==> config.mk <==
export PLATFORM = sky130hd
export DESIGN_NAME = ser_deserializer
export DESIGN_NICKNAME = d
export VERILOG_FILES = /design/src/rtl/ser_deserializer.sv
export SDC_FILE = /design/constraint.sdc
export NUM_CORES = 1
export LEC_CHECK = 0
export CAP_MARGIN = 20
export CORE_MARGIN = 2
export CORE_UTILIZATION = 55
export DETAILED_ROUTE_END_ITERATION = 12
export PLACE_DENSITY = 0.79
export SKIP_CTS_REPAIR_TIMING = 1
export SYNTH_ARGS = -nofsm -noshare
export SYNTH_HDL_FRONTEND = slang
export SYNTH_SLANG_ARGS = --single-unit
==> constraint.sdc <==
create_clock -name clk_i -period 4.7 [get_ports clk_i]
set_input_delay 0.94 -clock clk_i [delete_from_list [all_inputs] [get_ports clk_i]]
set_output_delay 0.94 -clock clk_i [all_outputs]
set_load 0.05 [all_outputs]
==> src/rtl/ser_deserializer.sv <==
// ---------------------------------------------------------------------------
// ser_deserializer
//
// Collects an MSB-first serial bit stream into a parallel frame. A frame
// starts on the first qualified bit and ends either on the first unqualified
// cycle (gap) or on the cycle that stores bit WIDTH (full). Frames of at
// least MIN_LEN bits are published with a one-cycle valid pulse. Shorter
// frames are dropped with a one-cycle error pulse.
//
// Ports
//   clk_i            : single clock, rising edge
//   rst_ni           : asynchronous active-low reset (released synchronously)
//   ser_data_i       : serial data bit, MSB first
//   ser_data_val_i   : qualifies ser_data_i, one bit per high cycle
//   deser_data_o     : last valid frame, first bit at [WIDTH-1], unused bits 0
//   deser_len_o      : number of valid bits in deser_data_o
//   deser_data_val_o : one-cycle pulse, deser_data_o/deser_len_o just updated
//   err_short_o      : one-cycle pulse, frame shorter than MIN_LEN discarded
//   busy_o           : high while a frame is being received
// ---------------------------------------------------------------------------
module ser_deserializer #(
    parameter int WIDTH   = 8,
    parameter int CNT_W   = $clog2(WIDTH + 1),
    parameter int MIN_LEN = 3
) (
    input  logic             clk_i,
    input  logic             rst_ni,
    input  logic             ser_data_i,
    input  logic             ser_data_val_i,
    output logic [WIDTH-1:0] deser_data_o,
    output logic [CNT_W-1:0] deser_len_o,
    output logic             deser_data_val_o,
    output logic             err_short_o,
    output logic             busy_o
);

    typedef enum logic {
        IDLE = 1'b0,
        RECV = 1'b1
    } state_t;

    localparam logic [WIDTH-1:0] TOP_BIT  = WIDTH'(1) << (WIDTH - 1);
    localparam logic [CNT_W-1:0] FULL_CNT = CNT_W'(WIDTH);

    state_t           state_q, state_d;
    logic [WIDTH-1:0] shreg_q, shreg_d;
    logic [CNT_W-1:0] cnt_q, cnt_d;

    // Frame under construction as seen by this edge: a new frame starts
    // from an empty register, so IDLE contributes zeros and count 0.
    logic [WIDTH-1:0] base_data;
    logic [CNT_W-1:0] base_cnt;
    logic [WIDTH-1:0] ins_data;
    logic [CNT_W-1:0] ins_cnt;

    // Termination event and the frame that ends on this edge.
    logic             done;
    logic [WIDTH-1:0] frame_data;
    logic [CNT_W-1:0] frame_len;
    logic             frame_ok;

    always_comb begin
        // NOTE: every signal gets a default before any branch so no latch
        // is inferred when a branch leaves it untouched.
        base_data  = (state_q == RECV) ? shreg_q : '0;
        base_cnt   = (state_q == RECV) ? cnt_q : '0;
        // One-hot at position WIDTH-1-count; base_cnt < WIDTH here.
        ins_data   = ser_data_i ? (base_data | (TOP_BIT >> base_cnt)) : base_data;
        ins_cnt    = base_cnt + CNT_W'(1);

        state_d    = state_q;
        shreg_d    = shreg_q;
        cnt_d      = cnt_q;
        done       = 1'b0;
        frame_data = shreg_q;
        frame_len  = cnt_q;

        case (state_q)
            IDLE: begin
                if (ser_data_val_i) begin
                    if (ins_cnt == FULL_CNT) begin
                        // Single-bit frames fill the register immediately.
                        done       = 1'b1;
                        frame_data = ins_data;
                        frame_len  = ins_cnt;
                        shreg_d    = '0;
                        cnt_d      = '0;
                    end else begin
                        state_d = RECV;
                        shreg_d = ins_data;
                        cnt_d   = ins_cnt;
                    end
                end
            end
            RECV: begin
                if (ser_data_val_i) begin
                    if (ins_cnt == FULL_CNT) begin
                        // Full termination: the stored bit belongs to this
                        // frame, and the count stops at WIDTH.
                        done       = 1'b1;
                        frame_data = ins_data;
                        frame_len  = ins_cnt;
                        state_d    = IDLE;
                        shreg_d    = '0;
                        cnt_d      = '0;
                    end else begin
                        shreg_d = ins_data;
                        cnt_d   = ins_cnt;
                    end
                end else begin
                    // Gap termination with whatever has been collected.
                    done       = 1'b1;
                    frame_data = shreg_q;
                    frame_len  = cnt_q;
                    state_d    = IDLE;
                    shreg_d    = '0;
                    cnt_d      = '0;
                end
            end
            default: begin
                state_d = IDLE;
                shreg_d = '0;
                cnt_d   = '0;
            end
        endcase

        frame_ok = (int'(frame_len) >= MIN_LEN);
    end

    // NOTE: sequential state uses non-blocking assignments so every flop
    // samples pre-edge values regardless of block evaluation order.
    always_ff @(posedge clk_i or negedge rst_ni) begin
        if (!rst_ni) begin
            state_q <= IDLE;
            shreg_q <= '0;
            cnt_q   <= '0;
        end else begin
            state_q <= state_d;
            shreg_q <= shreg_d;
            cnt_q   <= cnt_d;
        end
    end

    // Registered outputs; data/len only move on an accepted frame.
    always_ff @(posedge clk_i or negedge rst_ni) begin
        if (!rst_ni) begin
            deser_data_o     <= '0;
            deser_len_o      <= '0;
            deser_data_val_o <= 1'b0;
            err_short_o      <= 1'b0;
        end else begin
            deser_data_val_o <= done && frame_ok;
            err_short_o      <= done && !frame_ok;
            if (done && frame_ok) begin
                deser_data_o <= frame_data;
                deser_len_o  <= frame_len;
            end
        end
    end

    assign busy_o = (state_q == RECV);

endmodule

==> summary.md <==
| Metric | Value |
|---|---|
| Fill count | 209 |
| Die Width | 57.1 um |
| Final GP Congestion | around 0.83 |
| Area of the multi-input gates | 795 sq um |
| CTS Buf Count | 3 |
| Vert. Die Dim | 57.1 um |
| Maximum fanout along the worst path | 25 |
| Slew Viols, Final | 0 |
| Slowest stage delay, CP | between 0.9 and 1 ns |
| DR WL/cell | 15.2 um |
| Commonest non-fill, non-tap cell in the layout | dfrtp_1 |
| Final worst slack | between 1.5 and 2 ns |
| Slowest cell on crit path | clkdlybuf4s50_1 |
| # IOs | 19 |
| Grt ovf | 0 |
| Fin area | 1750 sq um |
| DRC Markers | 0 |
| Place WS | 1.36 ns |
| Reg2reg path depth | 8 |
| CP top delay family | buffers and inverters |
| Fmax | 322 MHz |
| WP depth | 1 |
| Worst reg-to-reg setup slack | 1.69 ns |
| Crit start category | flop |
| ANT cells | 0 |
| Mapped Nets | 157 |
| Die Area | 3260 sq um |
| Area share of the largest cell type after synthesis | 0.435 |
| Initial DRT Pass Iterations | 4 |
| CTS tree | yes |
| Drt initial violations | 28 |
| Warnings from Yosys | 0 |
| Commonest non-fill, non-tap cells in the layout | dfrtp_1 (27), clkdlybuf4s50_1 (18), nand2_1 (12), a21oi_1 (12), nor2_1 (11) |
| Post-route antenna net violation count | 0 |
| Largest net degree at the start of global routing | 28 |
| Register area | 676 sq um |
| Vias | 1127 |
| Fin crit period | 3.10 ns |
| Clk pwr share | 0.174 |
| Core Area | approximately 2700 sq um |
| Share of layout cells above drive strength 1 | 0.210 |
| Sinks on Clock Net | 27 |
| Hold Crit Depth | 2 |
| Worst VDD drop | 220 uV |
| Final setup viols | 0 |
| Logic pwr share | 0.348 |
| TNS Setup | 0 ns |
| Post-Syn Area | 1550 sq um |
| Worst EP arrival | 2.16 ns |
| Reg clk slew, reported paths | 0.15 ns |
| Period utilisation layout | 0.660 |
| Outcome | completed |
| Placed inst area | 1720 sq um |
| Flop pwr share | 0.478 |
| Yosys cell types | between 40 and 50 |
| Hold Crit Class | reg2reg |
| Buf/Inv on CP | 1 |
| Htree depth | 1 |
| Yosys top cell by area | dfrtp_1 |
| Lkg Pwr | 0.788 nW |
| Slew headroom | 0.466 |
| I/O Buffers | 18 |
| Worst-Skew Late Latency | 0.32 ns |
| Initial core utilization | 0.572 |
| P_sw | about 0.22 mW |
| Global-route wire length before repair | 5000 um |
| Crit. End Element | output port |
| Crit Path Category | reg2out |
| Cell Pwr Density | 340 nW/um^2 |
| Internal Power | 0.370 mW |
| Vias in the first global route | 1150 |
| Initial antenna violation count | 0 |
| Maximum root-to-sink buffer count | 2 |
| Required time of the critical path | 3.76 ns |
| Synthesized area per cell | 10.6 sq um |
| Dpl hpwl | 2120 um |
| GRT Total Usage | 0.191 |
| Final hold vios | 0 |
| Yosys reg bits | 27 |
| Sw frac | 0.378 |
| # rows | 19 |
| Critical Path, Cell by Cell | clkdlybuf4s50_1 |
| Final #Nets | 173 |
| Max-Cap Viols | 0 |
| Vias per inst | 5.84 |
| CTS Root Cell | clkbuf_4 |
| P&R area growth vs syn | 12.7% |
| Clock Skew | around 0.0023 ns |
| Worst Tran Pin Value | 0.801 ns |
| Sequential area share after synthesis | 0.435 |
| Top post-synthesis cells by area | dfrtp_1 (44%), ha_1 (4.8%), a21oi_1 (3.9%) |
| RSZ-0062 raised after global routing | false |
| Mapped Cells | approximately 150 |
| Routed wire length | 2940 um |
logic make-up (layout without fill, tap and decap cells):
logic type / count (synthesis) / count (layout) / synth area share
AO/OA/AOI/OAI: 42 / 42 / 0.209
XOR/XNOR: 3 / 3 / 0.0290
adder cells (fa/ha/maj): 7 / 7 / 0.0556
buffers and inverters: 14 / 29 / 0.0524
flip-flops: 27 / 27 / 0.435
multiplexers: 5 / 5 / 0.0419
AND/OR/NAND/NOR: 49 / 49 / 0.177
metrics by stage:
| stage | util | hold slack, ns | power [mW] | std cells |
|---|---|---|---|---|
| floorplan | - | 0.473 | 0.434 | 147 |
| global placement | 0.634 | 0.468 | 0.493 | 189 |
| detailed placement | 0.634 | 0.473 | 0.498 | 189 |
| CTS | 0.645 | 0.510 | 0.603 | 193 |
| global route | 0.645 | 0.542 | 0.628 | 193 |
| finish | 0.645 | 0.502 | 0.595 | 193 |
worst paths after layout:
kind | startpoint | endpoint
worst min register to register | deser_data_o[4] | deser_data_o[4]
min in group asynchronous | rst_ni | shreg_q[1]
max in group asynchronous | rst_ni | deser_len_o[1]
worst max-delay path | busy_o | busy_o
worst max register to register | busy_o | deser_data_o[5]
worst min-delay path | deser_data_o[4] | deser_data_o[4]
power groups by stage:
stage	clock network [mW]	registers [mW]	logic, mW
after floorplan	0	0.355	0.0785
after global placement	0	0.287	0.206
after detailed placement	0	0.290	0.208
after CTS	0.109	0.285	0.209
after global routing	0.119	0.289	0.219
final	0.103	0.285	0.207
registers in the layout (all words and copies together) (netlist names):
register,count
cnt_q,4
deser_data_val_o,1
deser_len_o,4
shreg_q,8
deser_data_o,8
busy_o,1
err_short_o,1
per-layer routing:
| metal | routed length, um | up-vias | track usage |
|---|---|---|---|
| met1 | 1330 | 536 | 0.247 |
| met3 | 109 | 8 | 0.0363 |
| met2 | 1450 | 35 | 0.315 |
| met4 | 45 | 0 | 0.0831 |
| li1 | - | 548 | - |
| met5 | 0 | - | 0 |
layout make-up:
class / instances / share of cell area
Multi-Input combinational cell: 106 / 0.454
Sequential cell: 27 / 0.386
Inverter: 6 / 0.0129
Tap cell: 31 / 0.0222
Clock inverter: 1 / 0.00429
Clock buffer: 3 / 0.0129
Timing Repair Buffer: 19 / 0.107
synth_stat cells (all sizes together):
cell / count
a21oi: 12
mux2i: 2
o211ai: 1
o21ai: 12
nand2: 19
nand3: 1
xnor2: 2
nor3: 3
a22oi: 2
o22ai: 1
dfrtp: 27
a22o: 6
and3: 5
a31oi: 3
a21boi: 2
nand2b: 2
maj3: 1
inv: 6
ha: 6
nor2: 11
and4: 2
o31a: 1
xor2: 1
nand4: 1
buf: 8
o31ai: 1
or2: 1
and3b: 1
o41ai: 1
nor4b: 1
nand3b: 1
and2: 1
mux2: 3
No activity file was read; power rests on OpenSTA's default activity.
